$ cat config.mk
export PLATFORM = sky130hd
export DESIGN_NAME = vericade_selftest_engine
export DESIGN_NICKNAME = d
export VERILOG_FILES = /design/src/rtl/vericade_selftest_engine.sv
export SDC_FILE = /design/constraint.sdc
export NUM_CORES = 1
export LEC_CHECK = 0
export BUFFER_PORTS_ARGS = -buffer_cell sky130_fd_sc_hd__buf_4
export CAP_MARGIN = 0
export CORE_MARGIN = 4
export CORE_UTILIZATION = 56
export CTS_BUF_LIST = sky130_fd_sc_hd__clkbuf_8
export CTS_CLUSTER_SIZE = 20
export DETAILED_ROUTE_END_ITERATION = 8
export GPL_ROUTABILITY_DRIVEN = 0
export HOLD_SLACK_MARGIN = 0.05
export PLACE_DENSITY = 0.89
export SYNTH_ARGS = -nofsm -noshare
export SYNTH_HDL_FRONTEND = slang
export SYNTH_SLANG_ARGS = --single-unit
$ cat constraint.sdc
create_clock -name clk -period 2.42 [get_ports clk]
set_input_delay 0.363 -clock clk [delete_from_list [all_inputs] [get_ports clk]]
set_output_delay 0.363 -clock clk [all_outputs]
set_load 0.01 [all_outputs]
$ cat src/rtl/vericade_selftest_engine.sv
// Self-test engine: streams vectors to a game-under-test, waits a settle time,
// compares the masked response and keeps per-category and total pass/fail tallies.

module vericade_cat_cnt #(
  parameter int CNT_W = 8
) (
  input  logic             clk,
  input  logic             rst,
  input  logic             clr,
  input  logic             inc_pass,
  input  logic             inc_fail,
  output logic [CNT_W-1:0] pass_cnt,
  output logic [CNT_W-1:0] fail_cnt
);
  always_ff @(posedge clk or negedge rst) begin
    if (!rst) begin
      pass_cnt <= '0;
      fail_cnt <= '0;
    end else if (clr) begin
      pass_cnt <= '0;
      fail_cnt <= '0;
    end else begin
      if (inc_pass && pass_cnt != '1) pass_cnt <= pass_cnt + 1'b1;
      if (inc_fail && fail_cnt != '1) fail_cnt <= fail_cnt + 1'b1;
    end
  end
endmodule

module vericade_selftest_engine #(
  parameter int STIM_W   = 16,
  parameter int RESP_W   = 16,
  parameter int N_CAT    = 4,
  parameter int CNT_W    = 8,
  parameter int SETTLE_W = 8,
  parameter int IDX_W    = 16,
  localparam int CAT_W   = (N_CAT > 1) ? $clog2(N_CAT) : 1
) (
  input  logic                   clk,
  input  logic                   rst,
  input  logic                   start,
  input  logic                   abort,
  input  logic                   vec_valid,
  output logic                   vec_ready,
  input  logic [STIM_W-1:0]      vec_stim,
  input  logic [RESP_W-1:0]      vec_exp,
  input  logic [RESP_W-1:0]      vec_mask,
  input  logic [CAT_W-1:0]       vec_cat,
  input  logic [SETTLE_W-1:0]    vec_settle,
  input  logic                   vec_last,
  output logic [STIM_W-1:0]      dut_stim,
  input  logic [RESP_W-1:0]      dut_resp,
  output logic                   busy,
  output logic                   done,
  output logic                   all_pass,
  output logic [N_CAT*CNT_W-1:0] pass_cnt,
  output logic [N_CAT*CNT_W-1:0] fail_cnt,
  output logic [IDX_W-1:0]       total_cnt,
  output logic [IDX_W-1:0]       fail_total,
  output logic                   first_fail_vld,
  output logic [IDX_W-1:0]       first_fail_idx,
  output logic                   cat_err
);
  typedef enum logic [2:0] {IDLE, FETCH, SETTLE, CHECK, DONE} state_t;

  state_t                         state_q, state_d;
  logic   [RESP_W-1:0]            exp_q, mask_q;
  logic   [CAT_W-1:0]             cat_q;
  logic                           last_q;
  logic   [SETTLE_W-1:0]          settle_q;
  logic                           clr, fire, score;
  logic                           resp_ok, cat_ok, fail;
  logic   [N_CAT-1:0]             inc_pass, inc_fail;
  logic   [N_CAT-1:0][CNT_W-1:0]  pass_arr, fail_arr;

  always_ff @(posedge clk or negedge rst) begin
    if (!rst) state_q <= IDLE;
    else      state_q <= state_d;
  end

  // abort outranks both the vector handshake and the scoring of a pending check
  always_comb begin
    state_d = state_q;
    clr     = 1'b0;
    fire    = 1'b0;
    score   = 1'b0;
    case (state_q)
      IDLE, DONE: if (start) begin clr = 1'b1; state_d = FETCH; end
      FETCH:      if (abort) state_d = IDLE;
                  else if (vec_valid) begin fire = 1'b1; state_d = SETTLE; end
      SETTLE:     if (abort) state_d = IDLE;
                  else if (settle_q == '0) state_d = CHECK;
      CHECK:      if (abort) state_d = IDLE;
                  else begin score = 1'b1; state_d = last_q ? DONE : FETCH; end
      default:    state_d = IDLE;
    endcase
  end

  assign vec_ready = (state_q == FETCH) && !abort;
  assign busy      = (state_q == FETCH) || (state_q == SETTLE) || (state_q == CHECK);
  assign done      = (state_q == DONE);
  assign all_pass  = done && (fail_total == '0) && (total_cnt != '0);

  assign resp_ok = (((dut_resp ^ exp_q) & mask_q) == '0);
  assign cat_ok  = (32'(cat_q) < N_CAT);
  assign fail    = !resp_ok || !cat_ok;

  always_ff @(posedge clk or negedge rst) begin
    if (!rst) begin
      exp_q    <= '0;
      mask_q   <= '0;
      cat_q    <= '0;
      last_q   <= 1'b0;
      settle_q <= '0;
      dut_stim <= '0;
    end else if (fire) begin
      exp_q    <= vec_exp;
      mask_q   <= vec_mask;
      cat_q    <= vec_cat;
      last_q   <= vec_last;
      settle_q <= vec_settle;
      dut_stim <= vec_stim;
    end else if (state_q == SETTLE && settle_q != '0) begin
      settle_q <= settle_q - 1'b1;
    end
  end

  always_ff @(posedge clk or negedge rst) begin
    if (!rst) begin
      total_cnt      <= '0;
      fail_total     <= '0;
      first_fail_vld <= 1'b0;
      first_fail_idx <= '0;
      cat_err        <= 1'b0;
    end else if (clr) begin
      total_cnt      <= '0;
      fail_total     <= '0;
      first_fail_vld <= 1'b0;
      first_fail_idx <= '0;
      cat_err        <= 1'b0;
    end else if (score) begin
      if (total_cnt != '1) total_cnt <= total_cnt + 1'b1;
      if (!cat_ok) cat_err <= 1'b1;
      if (fail) begin
        if (fail_total != '1) fail_total <= fail_total + 1'b1;
        if (!first_fail_vld) begin
          first_fail_vld <= 1'b1;
          first_fail_idx <= total_cnt;
        end
      end
    end
  end

  for (genvar c = 0; c < N_CAT; c++) begin : g_cat
    assign inc_pass[c] = score && cat_ok && resp_ok  && (cat_q == CAT_W'(c));
    assign inc_fail[c] = score && cat_ok && !resp_ok && (cat_q == CAT_W'(c));

    vericade_cat_cnt #(.CNT_W(CNT_W)) u_cnt (
      .clk      (clk),
      .rst      (rst),
      .clr      (clr),
      .inc_pass (inc_pass[c]),
      .inc_fail (inc_fail[c]),
      .pass_cnt (pass_arr[c]),
      .fail_cnt (fail_arr[c])
    );
  end

  assign pass_cnt = pass_arr;
  assign fail_cnt = fail_arr;
endmodule

==> results.md <==
* Clock Skews at 0.0175 ns
* Setup crit start kind: flop
* Power Dens Cells at 695 mW/mm2
* Cts bufs inserted at 17
* Crit path time final at about 2.5 ns
* Violated checks: setup timing
* Setup WS post-layout at -0.0810 ns
* Clock Latency Late Sink at around 0.46 ns
* Mapped Avg Cell Area at ~10 um2
* Min-delay src: vec_stim[7]
* 1st-iter DRT viols at 606
* ANT nets after route at 0
* CP Data Arrival Time at ~2.1 ns
* TNS Setup at -0.0810 ns
* # DRC at 0
* Via count at 7609
* Crit Reg-Reg Endpoint: fail_total[5]
* Critical Path Sink Type: primary output
* Worst-Margin Slew at roughly 0.62 ns
* Fmax at 400 MHz
* Synthesized area at about 0.0087 mm2
* Antenna violations before repair at 0
* FF-to-FF path depth at 9
* Max_cap viols at 0
* Clock buffer depth at 2
* Run status: complete, but fails checks
* Hold_ws at 0.134 ns
* Clock sinks at 175
* Most frequent cells after synthesis: dfrtp_1, nand3_1, a21oi_1, nor2_1, mux2_2
* Gate count after technology mapping at 847
* Final instance area at 0.0112 mm2
* WL final at 23.4 mm
* First-pass GRT wire length at 37.6 mm
* Post-Syn Nets at 941
* Synth area leader: dfrtp_1
* Filler cells at 1061
* Finished Core Util at 73.4%
* Pin count of the biggest net entering global routing at 67
* Die ar. at 0.0177 mm2
* Critical path, cell by cell: inv_2 > ha_4 > nor4b_4 > nand2_1 > nor4_2 > nand3_1 > a41oi_2 > buf_4
* Worst VDD drop at 0.585 mV
* Placed Instances at 1249
* H-Tree Level Count at 4
* Setup CP Type: flop to primary output
* Initial core utilization at 57.3%
* Number of global-route vias before repair at 7348
* Synth top area share at 50.1%
* # nets final at 1156
* IO Count at 214
* Root Buffer: clkbuf_8
* PortBufs at 212
* GR Overflow Total at 0
* Post-synth EDFFs at 0
* Top-count cell post-synth: dfrtp_1
* Yosys warns at 0
* Cell variety after synth at 65
* Slack of the worst reg-to-reg path at around 0.1 ns
* Hold depth at 2
* Most used DFF post-synth: dfrtp_1
* Synth Register Bits at between 150 and 200
* Pre-antenna DRT Iters at 5
* Per-cell routed wire length at 18.2 um
* Gr usage total at 26.2%
* Relative slew margins at ~59%
* Placed wire-length estimate at 16.9 mm
* Chip width at 133 um
* Setup-failing EPs final at 1
* Final Non-Filler Cells at 1286
* Post-synth ARST share at 100%
* Post-synthesis sequential area ratio at 50.1%
* Count of final hold-check violations at 0
* Diode count at 0
* Worst EP required at 2.06 ns
* Hold endpoint: dut_stim[7]
* Final-report max-slew violation count at 0
* FP Rows at 45
* Top cells by area, synth: dfrtp_1, mux2_2, nand3_1
* Die span in y at between 100 and 150 um
* Share of cells above drive strength 1 at 33.2%
* Period utilization at 103%
* P_leak at roughly 5.2 nW
* Slowest CP cell: dfrtp_1
* CTS tree: done
* Largest stage delay, worst path at 0.42 ns
* Worst R2R Start: fail_total[0]
* Layout area overhead at 28.1%
* CP Max Fanout at 2
* Vias per cell at a little under 6
* HP Class: input pin to flop
* Core area at 0.0153 mm2
* Unrepaired setup endpoints after global routing: true
* Worst-path clk slew at 0.10 ns
* DP Area at 0.0107 mm2
## placed cells by master (no fill, tap or decap), drive strengths merged, types with 3 or more instances in the layout
cell type,synthesis,final
nor2,56,56
mux2i,17,17
nor4b,3,3
nor3,14,14
nor4,13,13
a31o,8,8
dfrtp,175,175
buf,20,241
nand3,60,60
clkbuf,26,17
nor2b,3,3
clkinv,0,4
o211ai,8,8
o31ai,30,30
xnor2,27,27
ha,14,14
and3,22,22
o41ai,3,3
or3,9,9
a22oi,8,8
xor2,17,17
mux2,53,53
and4,6,6
nand4,23,23
a21oi,55,55
nand2,48,48
o21ai,34,34
inv,26,31
nand2b,11,11
or4,24,24
bufinv,0,4
and2,3,3
nor3b,4,4
## cells by family after synthesis
logic type,count (synthesis),synth area share (%)
simple gates,306,19.3
flops,175,50.1
compound gates,165,12.0
buf+inv,72,3.45
mux,70,8.77
xor+xnor,44,4.41
fa+ha+maj,14,2.00
other cells,1,0.0429
## stage by stage
step	total power [mW]	worst slack (ns)
finish	7.79	-0.0810
global route	8.18	-0.227
CTS	7.82	-0.0481
detailed placement	5.57	0.127
global placement	5.45	0.221
floorplan	4.71	0.391
## power breakdown
group / total [mW] / switching, mW / leakage [nW] / internal (mW)
combinational: 1.87 / 0.970 / 2.63 / 0.896
sequential: 3.67 / 0.324 / 2.31 / 3.35
clock: 2.25 / 1.11 / 0.219 / 1.14
total: 7.79 / 2.41 / 5.16 / 5.38
## state kept, by name, summed over array words and instances, names as in the netlist, 2 cells and up
signal,count
mask_q,16
total_cnt,16
settle_q,8
g_cat.u_cnt.pass_cnt,32
exp_q,16
dut_stim,16
fail_total,16
state_q,3
first_fail_idx,16
g_cat.u_cnt.fail_cnt,32
cat_q,2
## final cells by class
| type | count | area, um2 | area share, % |
|---|---|---|---|
| clock buffers | 17 | 234 | 2.09 |
| clock inverters | 15 | 205 | 1.83 |
| inverters | 26 | 97.6 | 0.871 |
| multi-input cells | 600 | 4130 | 36.9 |
| flip-flops and latches | 175 | 4380 | 39.1 |
| well taps | 211 | 264 | 2.36 |
| repair buffers | 242 | 1890 | 16.8 |
## worst max-delay path: cells and delay by family, from the launching register on
family | cells | cell delay, ns
DFF | 1 | 0.42
AOI/OAI and AO/OA | 1 | 0.22
and+or+nand+nor | 4 | 0.70
adders and majority gates | 1 | 0.11
buffers and inverters | 2 | 0.24
## worst max-delay path by stage
stage / from / to / slack (ns) / cells after the start
6_report: fail_total[1] / all_pass / -0.08 / 8
5_1_grt: fail_total[1] / all_pass / -0.23 / 8
4_1_cts: fail_total[0] / all_pass / -0.05 / 8
3_5_place_dp: dut_resp[0] / g_cat[2].u_cnt.fail_cnt[2] / 0.13 / 7
3_3_place_gp: dut_resp[10] / g_cat[3].u_cnt.pass_cnt[5] / 0.22 / 8
2_1_floorplan: state_q[2] / cat_q[0] / 0.39 / 7
## what timing repair did
action | CTS | global route
setup buffers | 3 | 1
setup endpoints to repair | 1 | 3
resized for setup | 6 | 9
pin swaps | 1 | 2
hold endpoints to repair | 49 | 0
hold buffers | 1 | 0
## metal layers
metal  up-vias  wire length (um)  global-route usage, %
met4         0               473                   8.20
met2       306             11700                   43.4
met5         -                 0                      0
met1      3727              9200                   33.2
li1       3536                 -                      -
met3        40              2060                   8.10
No activity file was read; power rests on OpenSTA's default activity.
